### config.mk
export PLATFORM = sky130hd
export DESIGN_NAME = countdown_timer_ctrl
export DESIGN_NICKNAME = d
export VERILOG_FILES = /design/src/rtl/countdown_timer_ctrl.sv
export SDC_FILE = /design/constraint.sdc
export NUM_CORES = 1
export LEC_CHECK = 0
export CORE_MARGIN = 5
export CORE_UTILIZATION = 60
export DETAILED_ROUTE_END_ITERATION = 8
export HOLD_SLACK_MARGIN = 0.05
export PLACE_DENSITY = 0.85
export SLEW_MARGIN = 0
export SYNTH_ARGS = -nofsm -noshare
export SYNTH_HDL_FRONTEND = slang
export SYNTH_SLANG_ARGS = --single-unit
### constraint.sdc
create_clock -name i_clk -period 6.05 [get_ports i_clk]
set_input_delay 0.9075 -clock i_clk [delete_from_list [all_inputs] [get_ports i_clk]]
set_output_delay 0.9075 -clock i_clk [all_outputs]
set_load 0.01 [all_outputs]
### src/rtl/countdown_timer_ctrl.sv
// rtl/countdown_timer_ctrl.sv - mm:ss BCD countdown timer controller with start/pause/clear/alarm FSM
module countdown_timer_ctrl #(
   parameter int MAX_MIN   = 59,
   parameter int ALARM_SEC = 10
) (
   input  logic       i_clk,
   input  logic       i_rst,
   input  logic       i_en1hz,
   input  logic       i_btn_start,
   input  logic       i_btn_clr,
   input  logic       i_btn_min,
   input  logic       i_btn_sec,
   output logic [3:0] o_min10,
   output logic [3:0] o_min1,
   output logic [3:0] o_sec10,
   output logic [3:0] o_sec1,
   output logic       o_running,
   output logic       o_alarm,
   output logic       o_div_rst
);

   typedef enum logic [1:0] {
      S_STOP  = 2'd0,
      S_RUN   = 2'd1,
      S_PAUSE = 2'd2,
      S_ALARM = 2'd3
   } state_t;

   localparam logic [3:0] MAX_T      = 4'(MAX_MIN / 10);
   localparam logic [3:0] MAX_U      = 4'(MAX_MIN % 10);
   localparam logic [5:0] ALARM_LAST = 6'(ALARM_SEC - 1);

   state_t     r_state;
   logic [3:0] r_min10, r_min1, r_sec10, r_sec1;
   logic [5:0] r_alarm_cnt;
   logic       r_div_rst;

   logic [3:0] w_inc_min10, w_inc_min1;
   logic [3:0] w_inc_sec10, w_inc_sec1;
   logic [3:0] w_dec_min10, w_dec_min1, w_dec_sec10, w_dec_sec1;
   logic       w_nonzero;
   logic       w_dec_to_zero;

   assign w_nonzero     = (r_min10 != 4'd0) || (r_min1 != 4'd0) ||
                          (r_sec10 != 4'd0) || (r_sec1 != 4'd0);
   assign w_dec_to_zero = (r_min10 == 4'd0) && (r_min1 == 4'd0) &&
                          (r_sec10 == 4'd0) && (r_sec1 == 4'd1);

   // Setting increments: minutes wrap above MAX_MIN, seconds wrap 59 -> 00 without carry
   always_comb begin
      w_inc_min10 = r_min10;
      w_inc_min1  = r_min1;
      w_inc_sec10 = r_sec10;
      w_inc_sec1  = r_sec1;
      if ((r_min10 > MAX_T) || ((r_min10 == MAX_T) && (r_min1 >= MAX_U))) begin
         w_inc_min10 = 4'd0;
         w_inc_min1  = 4'd0;
      end else if (r_min1 == 4'd9) begin
         w_inc_min10 = r_min10 + 4'd1;
         w_inc_min1  = 4'd0;
      end else begin
         w_inc_min1  = r_min1 + 4'd1;
      end
      if ((r_sec10 == 4'd5) && (r_sec1 == 4'd9)) begin
         w_inc_sec10 = 4'd0;
         w_inc_sec1  = 4'd0;
      end else if (r_sec1 == 4'd9) begin
         w_inc_sec10 = r_sec10 + 4'd1;
         w_inc_sec1  = 4'd0;
      end else begin
         w_inc_sec1  = r_sec1 + 4'd1;
      end
   end

   // One-second BCD decrement with borrow through seconds into minutes
   always_comb begin
      w_dec_min10 = r_min10;
      w_dec_min1  = r_min1;
      w_dec_sec10 = r_sec10;
      w_dec_sec1  = r_sec1;
      if (r_sec1 != 4'd0) begin
         w_dec_sec1 = r_sec1 - 4'd1;
      end else if (r_sec10 != 4'd0) begin
         w_dec_sec10 = r_sec10 - 4'd1;
         w_dec_sec1  = 4'd9;
      end else begin
         w_dec_sec10 = 4'd5;
         w_dec_sec1  = 4'd9;
         if (r_min1 != 4'd0) begin
            w_dec_min1 = r_min1 - 4'd1;
         end else begin
            w_dec_min10 = r_min10 - 4'd1;
            w_dec_min1  = 4'd9;
         end
      end
   end

   // Control FSM: buttons prioritised CLR > START > MIN > SEC; DIV_RST marks the first RUN cycle
   always_ff @(posedge i_clk or posedge i_rst) begin
      if (i_rst) begin
         r_state     <= S_STOP;
         r_min10     <= 4'd0;
         r_min1      <= 4'd0;
         r_sec10     <= 4'd0;
         r_sec1      <= 4'd0;
         r_alarm_cnt <= 6'd0;
         r_div_rst   <= 1'b0;
      end else begin
         r_div_rst <= 1'b0;
         if (i_btn_clr) begin
            r_state     <= S_STOP;
            r_min10     <= 4'd0;
            r_min1      <= 4'd0;
            r_sec10     <= 4'd0;
            r_sec1      <= 4'd0;
            r_alarm_cnt <= 6'd0;
         end else begin
            case (r_state)
               S_STOP: begin
                  if (i_btn_start) begin
                     if (w_nonzero) begin
                        r_state   <= S_RUN;
                        r_div_rst <= 1'b1;
                     end
                  end else if (i_btn_min) begin
                     r_min10 <= w_inc_min10;
                     r_min1  <= w_inc_min1;
                  end else if (i_btn_sec) begin
                     r_sec10 <= w_inc_sec10;
                     r_sec1  <= w_inc_sec1;
                  end
               end
               S_RUN: begin
                  if (i_btn_start) begin
                     r_state <= S_PAUSE;
                  end else if (i_en1hz && !r_div_rst) begin
                     r_min10 <= w_dec_min10;
                     r_min1  <= w_dec_min1;
                     r_sec10 <= w_dec_sec10;
                     r_sec1  <= w_dec_sec1;
                     if (w_dec_to_zero) begin
                        r_state     <= S_ALARM;
                        r_alarm_cnt <= 6'd0;
                     end
                  end
               end
               S_PAUSE: begin
                  if (i_btn_start) begin
                     r_state   <= S_RUN;
                     r_div_rst <= 1'b1;
                  end
               end
               S_ALARM: begin
                  r_min10 <= 4'd0;
                  r_min1  <= 4'd0;
                  r_sec10 <= 4'd0;
                  r_sec1  <= 4'd0;
                  if (i_btn_start) begin
                     r_state     <= S_STOP;
                     r_alarm_cnt <= 6'd0;
                  end else if (i_en1hz) begin
                     if (r_alarm_cnt >= ALARM_LAST) begin
                        r_state     <= S_STOP;
                        r_alarm_cnt <= 6'd0;
                     end else begin
                        r_alarm_cnt <= r_alarm_cnt + 6'd1;
                     end
                  end
               end
               default: begin
                  r_state <= S_STOP;
               end
            endcase
         end
      end
   end

   assign o_min10   = r_min10;
   assign o_min1    = r_min1;
   assign o_sec10   = r_sec10;
   assign o_sec1    = r_sec1;
   assign o_running = (r_state == S_RUN);
   assign o_alarm   = (r_state == S_ALARM);
   assign o_div_rst = r_div_rst;

endmodule

* Word-level counts from Yosys, hierarchy flattened
Cells that the tools add are included.
** Word-level totals
- Register bits after elaboration :: 25
- Input port bits :: 7
- Output and inout bits :: 19
- Word-level logic and storage cells :: 140
** Operators by class
- Add/subtract/negate cells :: 9
- $lt $le $gt $ge :: 3
- Eq/ne operators :: 27
- Mux-type cells :: 67
- Reductions and logical operators :: 27
** Operators by type and width (count)
- $mux W4 :: 39
- $pmux W4 S3 :: 4
- $mux W6 :: 7
- $ne A3 B3 Y1 const B :: 11
- $mux W2 :: 10
- $reduce_bool A4 Y1 :: 5
- $add A4 B1 Y4 const B :: 4
- $sub A4 B1 Y4 const B :: 4
- $reduce_and A7 Y1 :: 2
- $logic_not A4 Y1 :: 3
- $ne A4 B3 Y1 const B :: 3
- $ne A4 B4 Y1 const B :: 3
- $pmux W6 S2 :: 1
- $reduce_and A9 Y1 :: 1
- $eq A4 B3 Y1 const B :: 2
- $eq A4 B4 Y1 const B :: 2
- $pmux W2 S4 :: 1
- $reduce_and A8 Y1 :: 1
- $add A6 B1 Y6 const B :: 1
- $ge A6 B4 Y1 const B :: 1
- $logic_and A1 B1 Y1 :: 6
- $ne A3 B2 Y1 const B :: 2
- $reduce_and A6 Y1 :: 1
- $reduce_and A5 Y1 :: 1
- other kinds (11) :: 18

* Depth between registers and ports, before layout
- Depth after elaboration :: 9
- Mapped depth :: 9
- Mapped depth without buffers :: 7

* Least setup slack after synthesis
No wires, ideal clock.
- Path type :: in2reg
- From :: input port i_btn_clr
- To :: register r_min10[0] (netlist: o_min10[0])
- Library setup time :: 128 ps
- Data arrival time :: 2053 ps
- Data required time :: 5922 ps
- Path slack :: 3870 ps
- Stages on the path :: 5
- Buffers on the path :: 1
- Cell sequence :: buf_2 -> clkinv_1 -> a221oi_2 -> nand2_2 -> mux2_1
** Between the ends
- Longest elaborated chain between the ends :: 2
- Elaborated cells on any way between the ends :: 11
- Those cells by class :: 8 x eq/ne; 1 x mux; 2 x reduce/logical
** RTL lines
- from (decl) :: line 10 : input logic i_btn_clr,
- $ne A4 B4 Y1 (no source line), or another cell as far along
- $reduce_and A9 Y1 (no source line)
- to (signal assigned) :: line 126 : r_min10 <= w_inc_min10;
- to (signal assigned) :: line 137 : r_min10 <= w_dec_min10;
- to (decl) :: line 34 : logic [3:0] r_min10, r_min1, r_sec10, r_sec1;
Several ways; a longest one is shown, not always the timed one.
A chain may end at the register's enable or synchronous reset.

* Worst setup path after layout
- From :: input port i_btn_clr
- To :: register r_sec10[3] (netlist: o_sec10[3])
** Between the ends
- Longest elaborated chain between the ends :: 2
- Elaborated cells on any way between the ends :: 10
- Those cells by class :: 7 x eq/ne; 1 x mux; 2 x reduce/logical
** RTL lines
- $ne A4 B4 Y1 (no source line), or another cell as far along
- $reduce_and A8 Y1 (no source line)
- to (signal assigned) :: line 129 : r_sec10 <= w_inc_sec10;
- to (signal assigned) :: line 139 : r_sec10 <= w_dec_sec10;
- to (decl) :: line 34
Several ways; a longest one is shown, not always the timed one.

==> flow_summary_export.csv <==
group,metric,value,unit
yosys,post_synth_num_cell_types,59,
yosys,ys.warnings.count,0,
placement,final_hpwl_dp,3386,microns
finish,number_of_nets_at_the_end_of_the_flow,283,
yosys,ys_seq_area_frac,0.2976,
finish,layout-drive-gt1-share,0.05837,
min_path,hold_path.startpoint,"r_alarm_cnt[5]",
yosys,synth_area_per_cell,8.722,sq um
setup_path,crit_cells,6,
setup_path,worst-path-max-fanout,22,
detailed_routing,antenna_left,0,
timing,rsz0062_at_grt,"false",
setup_path,timing.critical_path.from_type,"input pin",
timing,fin_worst_skew,0.003080,ns
detailed_routing,via_per_inst,6.215,
clocking,cts-htree-levels,1,
global_route,grt_max_degree,30,
setup_path,critical_path_arrival,3.67,ns
setup_path,worst_path_dominant_cell_family,"simple AND/OR/NAND/NOR gates",
job,max_cap_viol_count,0,
detailed_routing,finalWirelength,4655,microns
yosys,synth.cell_area,2102,sq um
detailed_routing,initialDrtViolationCount,126,
yosys,synthDominantCellAreaShare,0.2976,
yosys,most_frequent_cell_after_synthesis,"dfrtp_1",
placement,dpl_cell_area,2347,sq um
finish,number_of_diodes_added_for_antenna_fixing,0,
yosys,postSynthRegisterBits,25,
finish,final.fill_count,294,
timing,setup-tns-final,0,ns
floorplanning,floorplan.initialDensity,0.6250,
floorplanning,die_x,69.19,microns
timing,relSlewSlack,0.2447,
yosys,synth-edff-count,0,
yosys,synth.area.top_cells,"dfrtp_1 (30%), ha_1 (11%), inv_1 (4.1%), o21ai_0 (4.0%), nand2_1 (3.2%)",
setup_path,slowest_delay,0.99,ns
global_route,grt_overflow_total,0,
setup_path,highest_delay_cell_along_the_critical_path,"clkdlybuf4s50_1",
finish,areaGrowthSynthToFinish,13.10,%
global_route,grt_usage,0.1881,
clocking,tritoncts.num_buffers,3,
clocking,post_cts_resize_count,0,
detailed_routing,dr.pass1.iters,5,
global_route,first_global_vias,1666,
finish,final_core_utilization,0.7068,
clocking,numClockSinks,25,
global_route,antenna_found_initial,0,
timing,maxClockFrequency,0.2909,GHz
setup_path,ordered_list_of_cells_on_the_worst_path,"clkdlybuf4s50_1, nor2b_1, o21ai_0, nor4bb_1, o21ai_0, a32o_1",
setup_path,setup_crit_end_kind,"flop",
clocking,cts_hold_buffers,0,
yosys,syn_nets,266,
placement,buffer_ports.inserted,25,
yosys,ys_dominant_reg_cell,"dfrtp_1",
setup_path,worst-r2r-cell-count,7,
timing,finalWorstPathRequiredPeriod,3.438,ns
yosys,ys_async_sr_fraction,1.000,
clocking,clock_insertion_delay_at_the_later_pin_of_the_skew_report,0.32,ns
floorplanning,row_count,21,
floorplanning,dieArea,4787,sq um
outcome,run_status,"finished clean",
floorplanning,io_pins,26,
placement,globalplace.congestion,0.9283,
setup_path,critical_path.most_common_cell,"o21ai_0",
timing,layout_worst_path_cycle_share,0.5683,
floorplanning,dieHeight,69.19,microns
yosys,synth.top_cells.by_count,"dfrtp_1 (25), inv_1 (23), ha_1 (18), nand2_1 (18), o21ai_0 (17)",
setup_path,critical_path_origin,"i_btn_clr",
detailed_routing,number_of_vias_after_detailed_routing,1883,
timing,timing.final.setup_violations,0,
pwr,power.density,480.4,nW/um^2
timing,timing.final.hold_violations,0,
setup_path,cp-endpoint,"o_sec10[3]",
setup_path,path_buf_inv,1,
finish,final_area,2377,sq um
setup_path,rr_endpoint,"o_sec10[3]",
setup_path,critical_path_required,6.28,ns
pwr,power.leakage,1.015,nW
detailed_routing,drc,0,
clocking,clk_pin_slew,0.14,ns
detailed_routing,wire_per_inst,15.36,microns
setup_path,r2r-start,"r_state[1]",
clocking,cts_root_buffer,"clkbuf_4",
setup_path,reg2reg_setup_slack,2.77,ns
pwr,report.power.total,1.142,mW
timing,worst-slew-pin-transition,1.118,ns
floorplanning,core_region_area,3363,sq um
clocking,post_cts.repair.setup_buffers,0,
setup_path,timing_worst_setup_path_type,"in2reg",
pwr,vdd_drop_max,0.3158,mV
timing,maxSlewViolCount,0,
clocking,ctsLongestPathBuffers,2,
yosys,synth_area_leader_cell,"dfrtp_1",
yosys,synthesis.instances,241,
clocking,cts_tree,"done",
min_path,holdCritPathClass,"reg2reg",
global_route,grt_first_pass_wirelength,7741,microns
==> cell type report <==
class,count,area (sq um),area share
Sequential cell,25,625.6,0.2632
Multi-Input combinational cell,179,1324,0.5568
Clock buffer,3,22.52,0.009474
Timing Repair Buffer,25,250.2,0.1053
Inverter,24,90.09,0.03789
Tap cell,46,57.56,0.02421
Clock inverter,1,7.507,0.003158
==> stage by stage <==
| step | hold WS (ns) | std cells | setup slack [ns] |
|---|---|---|---|
| floorplan | 0.4726 | 241 | 3.870 |
| global placement | 0.4835 | 299 | 2.485 |
| detailed placement | 0.4844 | 299 | 2.386 |
| CTS | 0.5070 | 303 | 2.750 |
| global route | 0.5358 | 303 | 2.440 |
| finish | 0.5083 | 303 | 2.612 |
==> worst min-delay path by stage <==
stage                           endpoint  slack [ns]  cells after the start
after CTS                 r_alarm_cnt[4]        0.51                      2
after floorplan           r_alarm_cnt[4]        0.47                      2
after detailed placement  r_alarm_cnt[4]        0.48                      2
after global routing      r_alarm_cnt[4]        0.54                      2
after global placement    r_alarm_cnt[4]        0.48                      2
final                     r_alarm_cnt[5]        0.51                      2
==> cells in the final DEF, fill, tap and decap left out, types with 2 or more instances in the layout <==
cell and n:
clkbuf_4 3, nand4_1 2, mux2_2 2, and2_1 2, nor2b_1 4, nand2_1 18
nor4_1 2, o21ai_0 17, mux2i_1 4, a211oi_1 3, a41oi_1 2, a32o_1 4
inv_1 23, a22o_1 4, mux2_1 3, o22ai_1 2, o31ai_1 3, nor3_1 4
nor3b_1 6, xor2_1 5, a2111o_1 2, nand2b_1 8, nor2_1 13, a21oi_1 11
clkdlybuf4s50_1 25, o32ai_1 2, nand3_1 4, dfrtp_1 25, a32oi_1 4, ha_1 18
a211o_1 2, o211ai_1 3
==> worst min-delay path, delay by kind of cell, from the launching register on <==
family	cells	cell delay, ns
DFF	1	0.40
and+or+nand+nor	1	0.04
buffers and inverters	1	0.05
==> cells by family (layout without fill, tap and decap cells) <==
kind of cell             Yosys count  in the layout  synth area share
AND/OR/NAND/NOR                   76             76            0.2036
AO/OA/AOI/OAI                     70             70            0.2482
buffers and inverters             37             53           0.07262
flip-flops                        25             25            0.2976
adder cells (fa/ha/maj)           18             18            0.1071
multiplexers                       9              9           0.04583
XOR/XNOR                           6              6           0.02500
==> registers in the layout, summed over array words and instances, names as in the netlist <==
signal       cells
o_sec10          4
r_alarm_cnt      6
o_sec1           4
r_state          2
o_div_rst        1
o_min10          4
o_min1           4
==> per-layer routing <==
metal  vias up  global-route usage  wire, microns
li1        910                   -              -
met4         0             0.05423             61
met2        69              0.2903           2101
met5         -                   0              0
met3         7             0.02319            263
met1       897              0.2755           2227
==> report_power, final <==
group / switching, mW / internal (mW)
Combinational: 0.410 / 0.348
Sequential: 0.0895 / 0.215
Clock: 0.0531 / 0.0253
No activity file was read; power rests on OpenSTA's default activity.
